$ cat config.mk
export PLATFORM = sky130hd
export DESIGN_NAME = hazard_ctrl_unit_flat
export DESIGN_NICKNAME = d
export VERILOG_FILES = /design/src/rtl/hazard_pkg.sv /design/src/rtl/hazard_ctrl_unit_if.sv /design/src/rtl/hazard_detect.sv /design/src/rtl/hazard_ctrl_unit.sv /design/src/flat_wrapper.sv
export SDC_FILE = /design/constraint.sdc
export NUM_CORES = 1
export LEC_CHECK = 0
export BUFFER_PORTS_ARGS = -buffer_cell sky130_fd_sc_hd__buf_2
export CORE_UTILIZATION = 48
export CTS_BUF_LIST = sky130_fd_sc_hd__clkbuf_16
export CTS_CLUSTER_SIZE = 20
export DETAILED_ROUTE_END_ITERATION = 10
export GPL_ROUTABILITY_DRIVEN = 0
export PLACE_DENSITY = 0.91
export SETUP_SLACK_MARGIN = 0.5
export SYNTH_ARGS = -nofsm -noshare
export SYNTH_HDL_FRONTEND = slang
export SYNTH_SLANG_ARGS = --single-unit
export TNS_END_PERCENT = 1
$ cat constraint.sdc
create_clock -name clk -period 4.2 [get_ports clk]
set_input_delay 1.05 -clock clk [delete_from_list [all_inputs] [get_ports clk]]
set_output_delay 1.05 -clock clk [all_outputs]
set_load 0.05 [all_outputs]
$ cat src/rtl/hazard_pkg.sv
// Shared types and constants for the pipeline hazard controller.
// Latency: n/a (declarations only).
// Backpressure: n/a.
package hazard_pkg;

    typedef enum logic [1:0] {
        ST_IDLE   = 2'd0,
        ST_LSTALL = 2'd1,
        ST_FLUSH  = 2'd2
    } hz_state_e;

    localparam int REG_ZERO        = 0;
    localparam int DEF_LOAD_LAT    = 1;
    localparam int DEF_FLUSH_DEPTH = 1;

endpackage

$ cat src/rtl/hazard_ctrl_unit_if.sv
// Pipeline-side bundle between the IF/ID/EX stages and the hazard controller.
// Latency: n/a (wires only).
// Backpressure: mem_busy freezes the whole pipe via the hold outputs.
interface hazard_ctrl_unit_if #(
    parameter int REG_AW = 5
);
    logic              id_ex_mem_read;
    logic [REG_AW-1:0] id_ex_rd;
    logic [REG_AW-1:0] if_id_rs1;
    logic [REG_AW-1:0] if_id_rs2;
    logic              if_id_use_rs1;
    logic              if_id_use_rs2;
    logic              ex_branch;
    logic              ex_zero;
    logic              ex_jal;
    logic              ex_jalr;
    logic              mem_busy;

    logic              pc_hold;
    logic              if_id_hold;
    logic              id_ex_bubble;
    logic              ex_mem_hold;
    logic              flush_if_id;
    logic              flush_id_ex;
    logic              redirect;

    modport master (
        output id_ex_mem_read, id_ex_rd, if_id_rs1, if_id_rs2,
               if_id_use_rs1, if_id_use_rs2, ex_branch, ex_zero,
               ex_jal, ex_jalr, mem_busy,
        input  pc_hold, if_id_hold, id_ex_bubble, ex_mem_hold,
               flush_if_id, flush_id_ex, redirect
    );

    modport slave (
        input  id_ex_mem_read, id_ex_rd, if_id_rs1, if_id_rs2,
               if_id_use_rs1, if_id_use_rs2, ex_branch, ex_zero,
               ex_jal, ex_jalr, mem_busy,
        output pc_hold, if_id_hold, id_ex_bubble, ex_mem_hold,
               flush_if_id, flush_id_ex, redirect
    );
endinterface

$ cat src/rtl/hazard_detect.sv
// Combinational load-use hazard and control-transfer detection.
// Latency: 0 cycles (pure combinational).
// Backpressure: none; callers qualify with mem_busy.
module hazard_detect
    import hazard_pkg::*;
#(
    parameter int REG_AW = 5
) (
    input  logic              id_ex_mem_read,
    input  logic [REG_AW-1:0] id_ex_rd,
    input  logic [REG_AW-1:0] if_id_rs1,
    input  logic [REG_AW-1:0] if_id_rs2,
    input  logic              if_id_use_rs1,
    input  logic              if_id_use_rs2,
    input  logic              ex_branch,
    input  logic              ex_zero,
    input  logic              ex_jal,
    input  logic              ex_jalr,
    output logic              hz,
    output logic              take
);
    // x0 is hard-wired zero, so a load targeting it can never feed a consumer.
    assign hz = id_ex_mem_read && (id_ex_rd != REG_AW'(REG_ZERO)) &&
                ((if_id_use_rs1 && (id_ex_rd == if_id_rs1)) ||
                 (if_id_use_rs2 && (id_ex_rd == if_id_rs2)));

    assign take = (ex_branch && ex_zero) || ex_jal || ex_jalr;
endmodule

$ cat src/rtl/hazard_ctrl_unit.sv
// Multi-cycle load-use stall / redirect flush controller; HAZARD_PERF_CNT_EN adds perf counters.
// Latency: 0 cycles to first stall/flush cycle; extension cycles come from a registered counter.
// Backpressure: mem_busy freezes pc/if_id/ex_mem, suppresses flush/redirect and the counter.
module hazard_ctrl_unit
    import hazard_pkg::*;
#(
    parameter int REG_AW      = 5,
    parameter int LOAD_LAT    = DEF_LOAD_LAT,
    parameter int FLUSH_DEPTH = DEF_FLUSH_DEPTH,
    parameter int CNT_W       = 4
) (
    input  logic              clk,
    input  logic              rst,
    hazard_ctrl_unit_if.slave hif
`ifdef HAZARD_PERF_CNT_EN
    ,
    output logic [31:0]       perf_stall_cycles,
    output logic [31:0]       perf_flush_events
`endif
);
    hz_state_e  state_q, state_d;
    logic [CNT_W-1:0] cnt_q, cnt_d;
    logic hz, take;
    logic pc_hold, if_id_hold, id_ex_bubble, ex_mem_hold;
    logic flush_if_id, flush_id_ex, redirect;

    hazard_detect #(.REG_AW(REG_AW)) u_detect (
        .id_ex_mem_read (hif.id_ex_mem_read),
        .id_ex_rd       (hif.id_ex_rd),
        .if_id_rs1      (hif.if_id_rs1),
        .if_id_rs2      (hif.if_id_rs2),
        .if_id_use_rs1  (hif.if_id_use_rs1),
        .if_id_use_rs2  (hif.if_id_use_rs2),
        .ex_branch      (hif.ex_branch),
        .ex_zero        (hif.ex_zero),
        .ex_jal         (hif.ex_jal),
        .ex_jalr        (hif.ex_jalr),
        .hz             (hz),
        .take           (take)
    );

    always_comb begin
        state_d      = state_q;
        cnt_d        = cnt_q;
        pc_hold      = 1'b0;
        if_id_hold   = 1'b0;
        id_ex_bubble = 1'b0;
        ex_mem_hold  = 1'b0;
        flush_if_id  = 1'b0;
        flush_id_ex  = 1'b0;
        redirect     = 1'b0;
        if (rst) begin
            state_d = ST_IDLE;
            cnt_d   = '0;
        end else if (hif.mem_busy) begin
            pc_hold     = 1'b1;
            if_id_hold  = 1'b1;
            ex_mem_hold = 1'b1;
        end else if (state_q == ST_FLUSH) begin
            // Wrong-path window: take/hz from these instructions are meaningless.
            flush_if_id = 1'b1;
            flush_id_ex = 1'b1;
            if (cnt_q <= CNT_W'(1)) begin
                state_d = ST_IDLE;
                cnt_d   = '0;
            end else begin
                cnt_d = cnt_q - CNT_W'(1);
            end
        end else if (take) begin
            redirect    = 1'b1;
            flush_if_id = 1'b1;
            flush_id_ex = 1'b1;
            if (FLUSH_DEPTH > 1) begin
                state_d = ST_FLUSH;
                cnt_d   = CNT_W'(FLUSH_DEPTH - 1);
            end else begin
                state_d = ST_IDLE;
                cnt_d   = '0;
            end
        end else if ((state_q == ST_LSTALL) || hz) begin
            pc_hold      = 1'b1;
            if_id_hold   = 1'b1;
            id_ex_bubble = 1'b1;
            if (state_q == ST_LSTALL) begin
                if (cnt_q <= CNT_W'(1)) begin
                    state_d = ST_IDLE;
                    cnt_d   = '0;
                end else begin
                    cnt_d = cnt_q - CNT_W'(1);
                end
            end else if (LOAD_LAT > 1) begin
                state_d = ST_LSTALL;
                cnt_d   = CNT_W'(LOAD_LAT - 1);
            end
        end
    end

    always_ff @(posedge clk) begin
        if (rst) begin
            state_q <= ST_IDLE;
            cnt_q   <= '0;
        end else begin
            state_q <= state_d;
            cnt_q   <= cnt_d;
        end
    end

    assign hif.pc_hold      = pc_hold;
    assign hif.if_id_hold   = if_id_hold;
    assign hif.id_ex_bubble = id_ex_bubble;
    assign hif.ex_mem_hold  = ex_mem_hold;
    assign hif.flush_if_id  = flush_if_id;
    assign hif.flush_id_ex  = flush_id_ex;
    assign hif.redirect     = redirect;

`ifdef HAZARD_PERF_CNT_EN
    logic [31:0] perf_stall_q, perf_stall_d;
    logic [31:0] perf_flush_q, perf_flush_d;

    always_comb begin
        perf_stall_d = perf_stall_q + {31'b0, pc_hold};
        perf_flush_d = perf_flush_q + {31'b0, redirect};
    end

    always_ff @(posedge clk) begin
        if (rst) begin
            perf_stall_q <= '0;
            perf_flush_q <= '0;
        end else begin
            perf_stall_q <= perf_stall_d;
            perf_flush_q <= perf_flush_d;
        end
    end

    assign perf_stall_cycles = perf_stall_q;
    assign perf_flush_events = perf_flush_q;
`endif
endmodule

$ cat src/flat_wrapper.sv
// flat-port wrapper written by rule: the top's interface ports become plain ports
module hazard_ctrl_unit_flat import hazard_pkg::*;
#(
    parameter int REG_AW      = 5,
    parameter int LOAD_LAT    = DEF_LOAD_LAT,
    parameter int FLUSH_DEPTH = DEF_FLUSH_DEPTH,
    parameter int CNT_W       = 4
)
  (clk, rst, hif_id_ex_mem_read, hif_id_ex_rd, hif_if_id_rs1, hif_if_id_rs2, hif_if_id_use_rs1, hif_if_id_use_rs2, hif_ex_branch, hif_ex_zero, hif_ex_jal, hif_ex_jalr, hif_mem_busy, hif_pc_hold, hif_if_id_hold, hif_id_ex_bubble, hif_ex_mem_hold, hif_flush_if_id, hif_flush_id_ex, hif_redirect);
  hazard_ctrl_unit_if #(.REG_AW(REG_AW)) hif_i ();
  input  logic clk;
  input  logic rst;
  input wire logic [$bits(hif_i.id_ex_mem_read)-1:0] hif_id_ex_mem_read;
  input wire logic [$bits(hif_i.id_ex_rd)-1:0] hif_id_ex_rd;
  input wire logic [$bits(hif_i.if_id_rs1)-1:0] hif_if_id_rs1;
  input wire logic [$bits(hif_i.if_id_rs2)-1:0] hif_if_id_rs2;
  input wire logic [$bits(hif_i.if_id_use_rs1)-1:0] hif_if_id_use_rs1;
  input wire logic [$bits(hif_i.if_id_use_rs2)-1:0] hif_if_id_use_rs2;
  input wire logic [$bits(hif_i.ex_branch)-1:0] hif_ex_branch;
  input wire logic [$bits(hif_i.ex_zero)-1:0] hif_ex_zero;
  input wire logic [$bits(hif_i.ex_jal)-1:0] hif_ex_jal;
  input wire logic [$bits(hif_i.ex_jalr)-1:0] hif_ex_jalr;
  input wire logic [$bits(hif_i.mem_busy)-1:0] hif_mem_busy;
  output wire logic [$bits(hif_i.pc_hold)-1:0] hif_pc_hold;
  output wire logic [$bits(hif_i.if_id_hold)-1:0] hif_if_id_hold;
  output wire logic [$bits(hif_i.id_ex_bubble)-1:0] hif_id_ex_bubble;
  output wire logic [$bits(hif_i.ex_mem_hold)-1:0] hif_ex_mem_hold;
  output wire logic [$bits(hif_i.flush_if_id)-1:0] hif_flush_if_id;
  output wire logic [$bits(hif_i.flush_id_ex)-1:0] hif_flush_id_ex;
  output wire logic [$bits(hif_i.redirect)-1:0] hif_redirect;
  assign hif_i.id_ex_mem_read = hif_id_ex_mem_read;
  assign hif_i.id_ex_rd = hif_id_ex_rd;
  assign hif_i.if_id_rs1 = hif_if_id_rs1;
  assign hif_i.if_id_rs2 = hif_if_id_rs2;
  assign hif_i.if_id_use_rs1 = hif_if_id_use_rs1;
  assign hif_i.if_id_use_rs2 = hif_if_id_use_rs2;
  assign hif_i.ex_branch = hif_ex_branch;
  assign hif_i.ex_zero = hif_ex_zero;
  assign hif_i.ex_jal = hif_ex_jal;
  assign hif_i.ex_jalr = hif_ex_jalr;
  assign hif_i.mem_busy = hif_mem_busy;
  assign hif_pc_hold = hif_i.pc_hold;
  assign hif_if_id_hold = hif_i.if_id_hold;
  assign hif_id_ex_bubble = hif_i.id_ex_bubble;
  assign hif_ex_mem_hold = hif_i.ex_mem_hold;
  assign hif_flush_if_id = hif_i.flush_if_id;
  assign hif_flush_id_ex = hif_i.flush_id_ex;
  assign hif_redirect = hif_i.redirect;
  hazard_ctrl_unit #(.REG_AW(REG_AW), .LOAD_LAT(LOAD_LAT), .FLUSH_DEPTH(FLUSH_DEPTH), .CNT_W(CNT_W)) u_core (.clk(clk), .rst(rst), .hif(hif_i));
endmodule
# Word-level counts from Yosys, hierarchy flattened
# Index checks and enable logic that the tools add are counted.
# classes
n_addsub	1
magnitude_cmp	1
n_reduce_logical	13
n_mux	26
bitwise	1
eq_ne	4
# ops
operator	count
4-bit two-way mux	5
1-bit two-way mux	16
5-bit == test	2
2-bit two-way mux	5
3-bit nonzero test	2
1-bit logical AND	5
5-bit nonzero test	1
4-bit by 1-bit less-or-equal comparator with 1-bit output (second input constant)	1
1-bit logical OR	4
4-bit by 1-bit subtractor with 4-bit output (second input constant)	1
3-bit AND reduction	1
2-bit by 1-bit == test with 1-bit output (second input constant)	1
2-bit == test (second input constant)	1
1-bit inverter	1
# word_totals
output_inout_bits	7
ff_bits	6
elab_cells	48
in_bits	25

# Logic depth before layout (Yosys ltp)
# depth
ltp_word	10
depth_mapped	7
depth_no_buf	7

# Cells and area by module
# A second synthesis with hierarchy kept.
# hier_totals
cells_unflattened	70
hier_area_um2	570.5
# by_module_without_submodules
module	area_per_inst_um2	instances	cells_each	seq_area_each_um2
hazard_ctrl_unit	427.9	1	52	120.1
hazard_detect	142.6	1	18	0.0

# Worst setup path before layout
# Ideal clock, no wire load.
# synth_timing
path_type	input -> output
from	input hif_id_ex_rd[1]
to	output hif_pc_hold
slack_ps	-145
required_time_ps	3150
path_stages	6
t_arrival_ps	3295
path_buffers	1
path_cell_list	xnor2_1 nand4_1 o22ai_2 a21oi_1 o31ai_1 buf_4
# synth_between
elab_chain_len	10
word_cells_on_any_way	14
cone_classes	2 x eq/ne; 5 x mux; 7 x reduce/logical
# synth_rtl
element	line_no	source
start: declaration	flat_wrapper.sv:14	input wire logic [$bits(hif_i.id_ex_rd)-1:0] hif_id_ex_rd;
5-bit == test, on equally long branches	hazard_detect.sv:24, hazard_detect.sv:25	
1-bit logical AND, on equally long branches	hazard_detect.sv:24, hazard_detect.sv:25	
1-bit logical OR	hazard_detect.sv:24	((if_id_use_rs1 && (id_ex_rd == if_id_rs1)) ||
1-bit logical AND *	hazard_detect.sv:23	assign hz = id_ex_mem_read && (id_ex_rd != REG_AW'(REG_ZERO)) &&
1-bit logical OR *	hazard_ctrl_unit.sv:80	end else if ((state_q == ST_LSTALL) || hz) begin
1-bit two-way mux * (5 in a row)	n/a	
end: declaration	flat_wrapper.sv:24	output wire logic [$bits(hif_i.pc_hold)-1:0] hif_pc_hold;
# Every way passes the cells marked *; elsewhere a longest branch is shown, timed or not.

# Worst setup path after layout
# layout_timing
from	input hif_id_ex_rd[0]
to	output hif_if_id_hold
# layout_between
elab_chain_len	10
word_cells_on_any_way	14
cone_classes	2 x eq/ne; 5 x mux; 7 x reduce/logical
# layout_rtl
element	line_no	source
5-bit == test, on equally long branches	hazard_detect.sv:24, hazard_detect.sv:25	
1-bit logical AND, on equally long branches	hazard_detect.sv:24, hazard_detect.sv:25	
1-bit logical OR	hazard_detect.sv:24	
1-bit logical AND *	hazard_detect.sv:23	
1-bit logical OR *	hazard_ctrl_unit.sv:80	
1-bit two-way mux *	hazard_ctrl_unit.sv:80	
1-bit two-way mux *	hazard_ctrl_unit.sv:69	end else if (take) begin
1-bit two-way mux *	hazard_ctrl_unit.sv:59	end else if (state_q == ST_FLUSH) begin
1-bit two-way mux *	hazard_ctrl_unit.sv:55	end else if (hif.mem_busy) begin
1-bit two-way mux *	hazard_ctrl_unit.sv:52	if (rst) begin
end: declaration	flat_wrapper.sv:25	output wire logic [$bits(hif_i.if_id_hold)-1:0] hif_if_id_hold;
# Marks and branches as above.

==> results.sh <==
export IMPL_status="finished, final reports clean"
export IMPL_cts_made_buffers=3
export IMPL_crit_fanout=4
export IMPL_die_h_um=39.0
export IMPL_clk_pin_slew_ns=0.03
export IMPL_grt_overflow_total=0
export IMPL_critPathSlowestCell="or4_1"
export IMPL_first_iter_violations=3
export IMPL_route_detailed_drc=0
export IMPL_diodes=0
export IMPL_relSlewSlack=0.602
export IMPL_min_delay_start="u_core.state_q[0]"
export IMPL_r2r_start="u_core.state_q[0]"
export IMPL_leakagePower_nw=0.375
export IMPL_finClkSkew_ns=0.000587
export IMPL_worst_slew_pin_slew_ns=0.596
export IMPL_seq_area_um2=120
export IMPL_hold_path_cell_count=2
export IMPL_critical_path_top_delay_family="compound AO/OA/AOI/OAI gates"
export IMPL_max_stage_delay_ns=0.51
export IMPL_hp_class="reg2reg"
export IMPL_areaGrowthSynthToFinish_pct=35.0
export IMPL_rsz0062_at_grt="false"
export IMPL_cts_root_buffer="clkbuf_16"
export IMPL_synthMuxAreaShare=0.0171
export IMPL_synthXorXnorAreaFrac=0.133
export IMPL_fill_cells=95
export IMPL_cts_resized=0
export IMPL_grt_pass1_wl_mm=2.50
export IMPL_ys_seq_area_frac=0.183
export IMPL_h_tree_depth=1
export IMPL_crit_chain="buf_2, or4_1, o21a_1, a21oi_1, o31ai_2, buf_2"
export IMPL_crit_top_cell="buf_2"
export IMPL_coreArea_um2=1190
export IMPL_syn_instance_count=79
export IMPL_reg2reg_to="u_core.cnt_q[1]"
export IMPL_start_util=0.555
export IMPL_synthesis_nets=108
export IMPL_finalCritPeriodShare=0.838
export IMPL_synth_adder_area_share=0.0760
export IMPL_power_per_cell_area_nw_per_um2=303
export IMPL_end_kind="output pin"
export IMPL_rrSetupSlack_ns=2.17
export IMPL_post_place_ws_ns=0.679
export IMPL_synth_top_family_by_area="compound AO/OA/AOI/OAI gates"
export IMPL_worst_setup_path_type="in2out"
export IMPL_die_area_um2=1520
export IMPL_drv_cap=0
export IMPL_hold_end="u_core.state_q[0]"
export IMPL_rows=12
export IMPL_postCtsSetupRepairBufs=0
export IMPL_start_kind="input pin"
export IMPL_yosys_area_share_simple=0.205
export IMPL_hpwl_mm=1.30
export IMPL_antenna_left=0
export IMPL_synth_avg_cell_area_um2=8.33
export IMPL_layout_drive_gt1_share=0.382
export IMPL_drt_total_wl_mm=1.59
export IMPL_vdd_drop_max_mv=0.249
export IMPL_die_w_um=39.0
export IMPL_cts_hold_buffers=0
export IMPL_viasPerCell=5.66
export IMPL_hold_viol=0
export IMPL_port_buffers=31
export IMPL_rr_worst_depth=6
export IMPL_clock_sinks=6
export IMPL_cts_tree="built"
export IMPL_drt_first_pass_iters=4
export IMPL_setup_viol=0
export IMPL_cp_startpoint="hif_id_ex_rd[0]"
export IMPL_synth_area_um2=658
export IMPL_clk_path_buf_depth=2
export IMPL_yosysWarnings=0
export IMPL_finish_utilization=0.749
export IMPL_fmax_mhz=284
export IMPL_setup_slack_ns=0.681
export IMPL_drv_slew=0
export IMPL_multi_input_area_um2=490
export IMPL_wire_per_inst_um=12.8
export IMPL_antenna_found_initial=0
export IMPL_ys_types=34
export IMPL_worst_ep_arrival_time_ns=2.47
export IMPL_path_buf_inv=2
export IMPL_fin_tns_setup_ns=0
export IMPL_grt_pass1_vias=656
export IMPL_io_pins=32
export IMPL_period_needed_ns=3.52
export IMPL_synth_compound_area_frac=0.297
export IMPL_grt_max_degree=16
export IMPL_critPathRequiredTime_ns=3.15
export IMPL_gr_usage_all_layers=0.254
export IMPL_dr_total_vias=702
export IMPL_clk_latency_ns=0.23
export IMPL_nets=141
export IMPL_ys_ff_latch=6
==> sequential cells by signal, indices dropped and copies added, names as in the netlist <==
name,cells
u_core.state_q,2
u_core.cnt_q,4
==> per-layer routing <==
layer  GRT usage  part of all wire  vias to the layer above
met4       0.216             0.029                        0
met2       0.467              0.51                       23
met3      0.0578             0.048                        5
met5           0                 0                        -
li1            -                 -                      357
met1       0.229              0.41                      317
==> cells in the mapped netlist (all sizes together) <==
cell / count / share of area
or4: 2 / 0.023
a21oi: 5 / 0.044
o22a: 1 / 0.013
o221ai: 2 / 0.027
a22o: 1 / 0.013
or2: 1 / 0.013
mux2: 1 / 0.017
ha: 4 / 0.076
o31ai: 2 / 0.023
nand2b: 4 / 0.038
o22ai: 2 / 0.029
and2: 1 / 0.013
nand2: 2 / 0.011
o21a: 1 / 0.011
or3: 2 / 0.019
a2111oi: 1 / 0.015
a211oi: 4 / 0.065
nor4: 2 / 0.019
o21ai: 3 / 0.023
nand3: 2 / 0.015
nor3: 3 / 0.023
a221oi: 1 / 0.023
xnor2: 10 / 0.13
clkbuf: 1 / 0.021
inv: 8 / 0.046
dfxtp: 6 / 0.18
nand4: 2 / 0.019
nor2: 2 / 0.011
a21o: 1 / 0.011
buf: 2 / 0.023
==> logic make-up after synthesis <==
logic type | after synthesis
mux | 1
compound gates | 24
simple gates | 23
buf+inv | 11
flops | 6
fa+ha+maj | 4
xor+xnor | 10
==> worst register-to-register path, cell delays in order (launching register included) <==
cell and delay (ns):
dfxtp_1 0.32, inv_1 0.06, ha_1 0.27, a2111oi_1 0.51
a221oi_2 0.19, a21oi_2 0.23, mux2_1 0.33
==> area by class of cell <==
| type | count | area share |
|---|---|---|
| multi-input cells | 62 | 0.552 |
| clock buffers | 3 | 0.0845 |
| repair buffers | 31 | 0.175 |
| flip-flops and latches | 6 | 0.135 |
| well taps | 14 | 0.0197 |
| inverters | 8 | 0.0338 |
==> power breakdown <==
group                    switching, mW  internal (mW)  leakage (nW)
clock network                   0.0296          0.122        0.0370
registers      0.000000000000000000356         0.0574        0.0483
logic                           0.0358         0.0241         0.289
==> layout by cell type, fill, tap and decap left out, types with 2 or more instances in the layout <==
master,n
buf_2,31
xnor2_1,10
inv_1,8
dfxtp_1,6
nand2b_1,4
a21oi_1,4
ha_1,4
nor3_1,3
a211oi_1,3
clkbuf_16,3
or4_1,2
nand4_1,2
nand2_1,2
nor2_1,2
or3_1,2
o221ai_1,2
nand3_1,2
o21ai_0,2
==> stage by stage <==
step	hold WS [ns]	total power [mW]	cells	area (µm²)
4_1_cts	0.477	0.272	124	888
5_1_grt	0.498	0.279	124	888
3_3_place_gp	0.461	0.116	121	813
3_5_place_dp	0.472	0.118	121	813
6_report	0.474	0.269	124	888
2_1_floorplan	0.445	0.0974	79	669
==> worst max-delay path by stage <==
stage                      to  slack (ns)  depth (start not counted)
2_1_floorplan     hif_pc_hold        0.33                          6
3_3_place_gp      hif_pc_hold        0.70                          6
3_5_place_dp   hif_if_id_hold        0.68                          6
4_1_cts        hif_if_id_hold        0.68                          6
5_1_grt           hif_pc_hold        0.52                          7
6_report       hif_if_id_hold        0.68                          6
(Power assumes the default switching activity.)
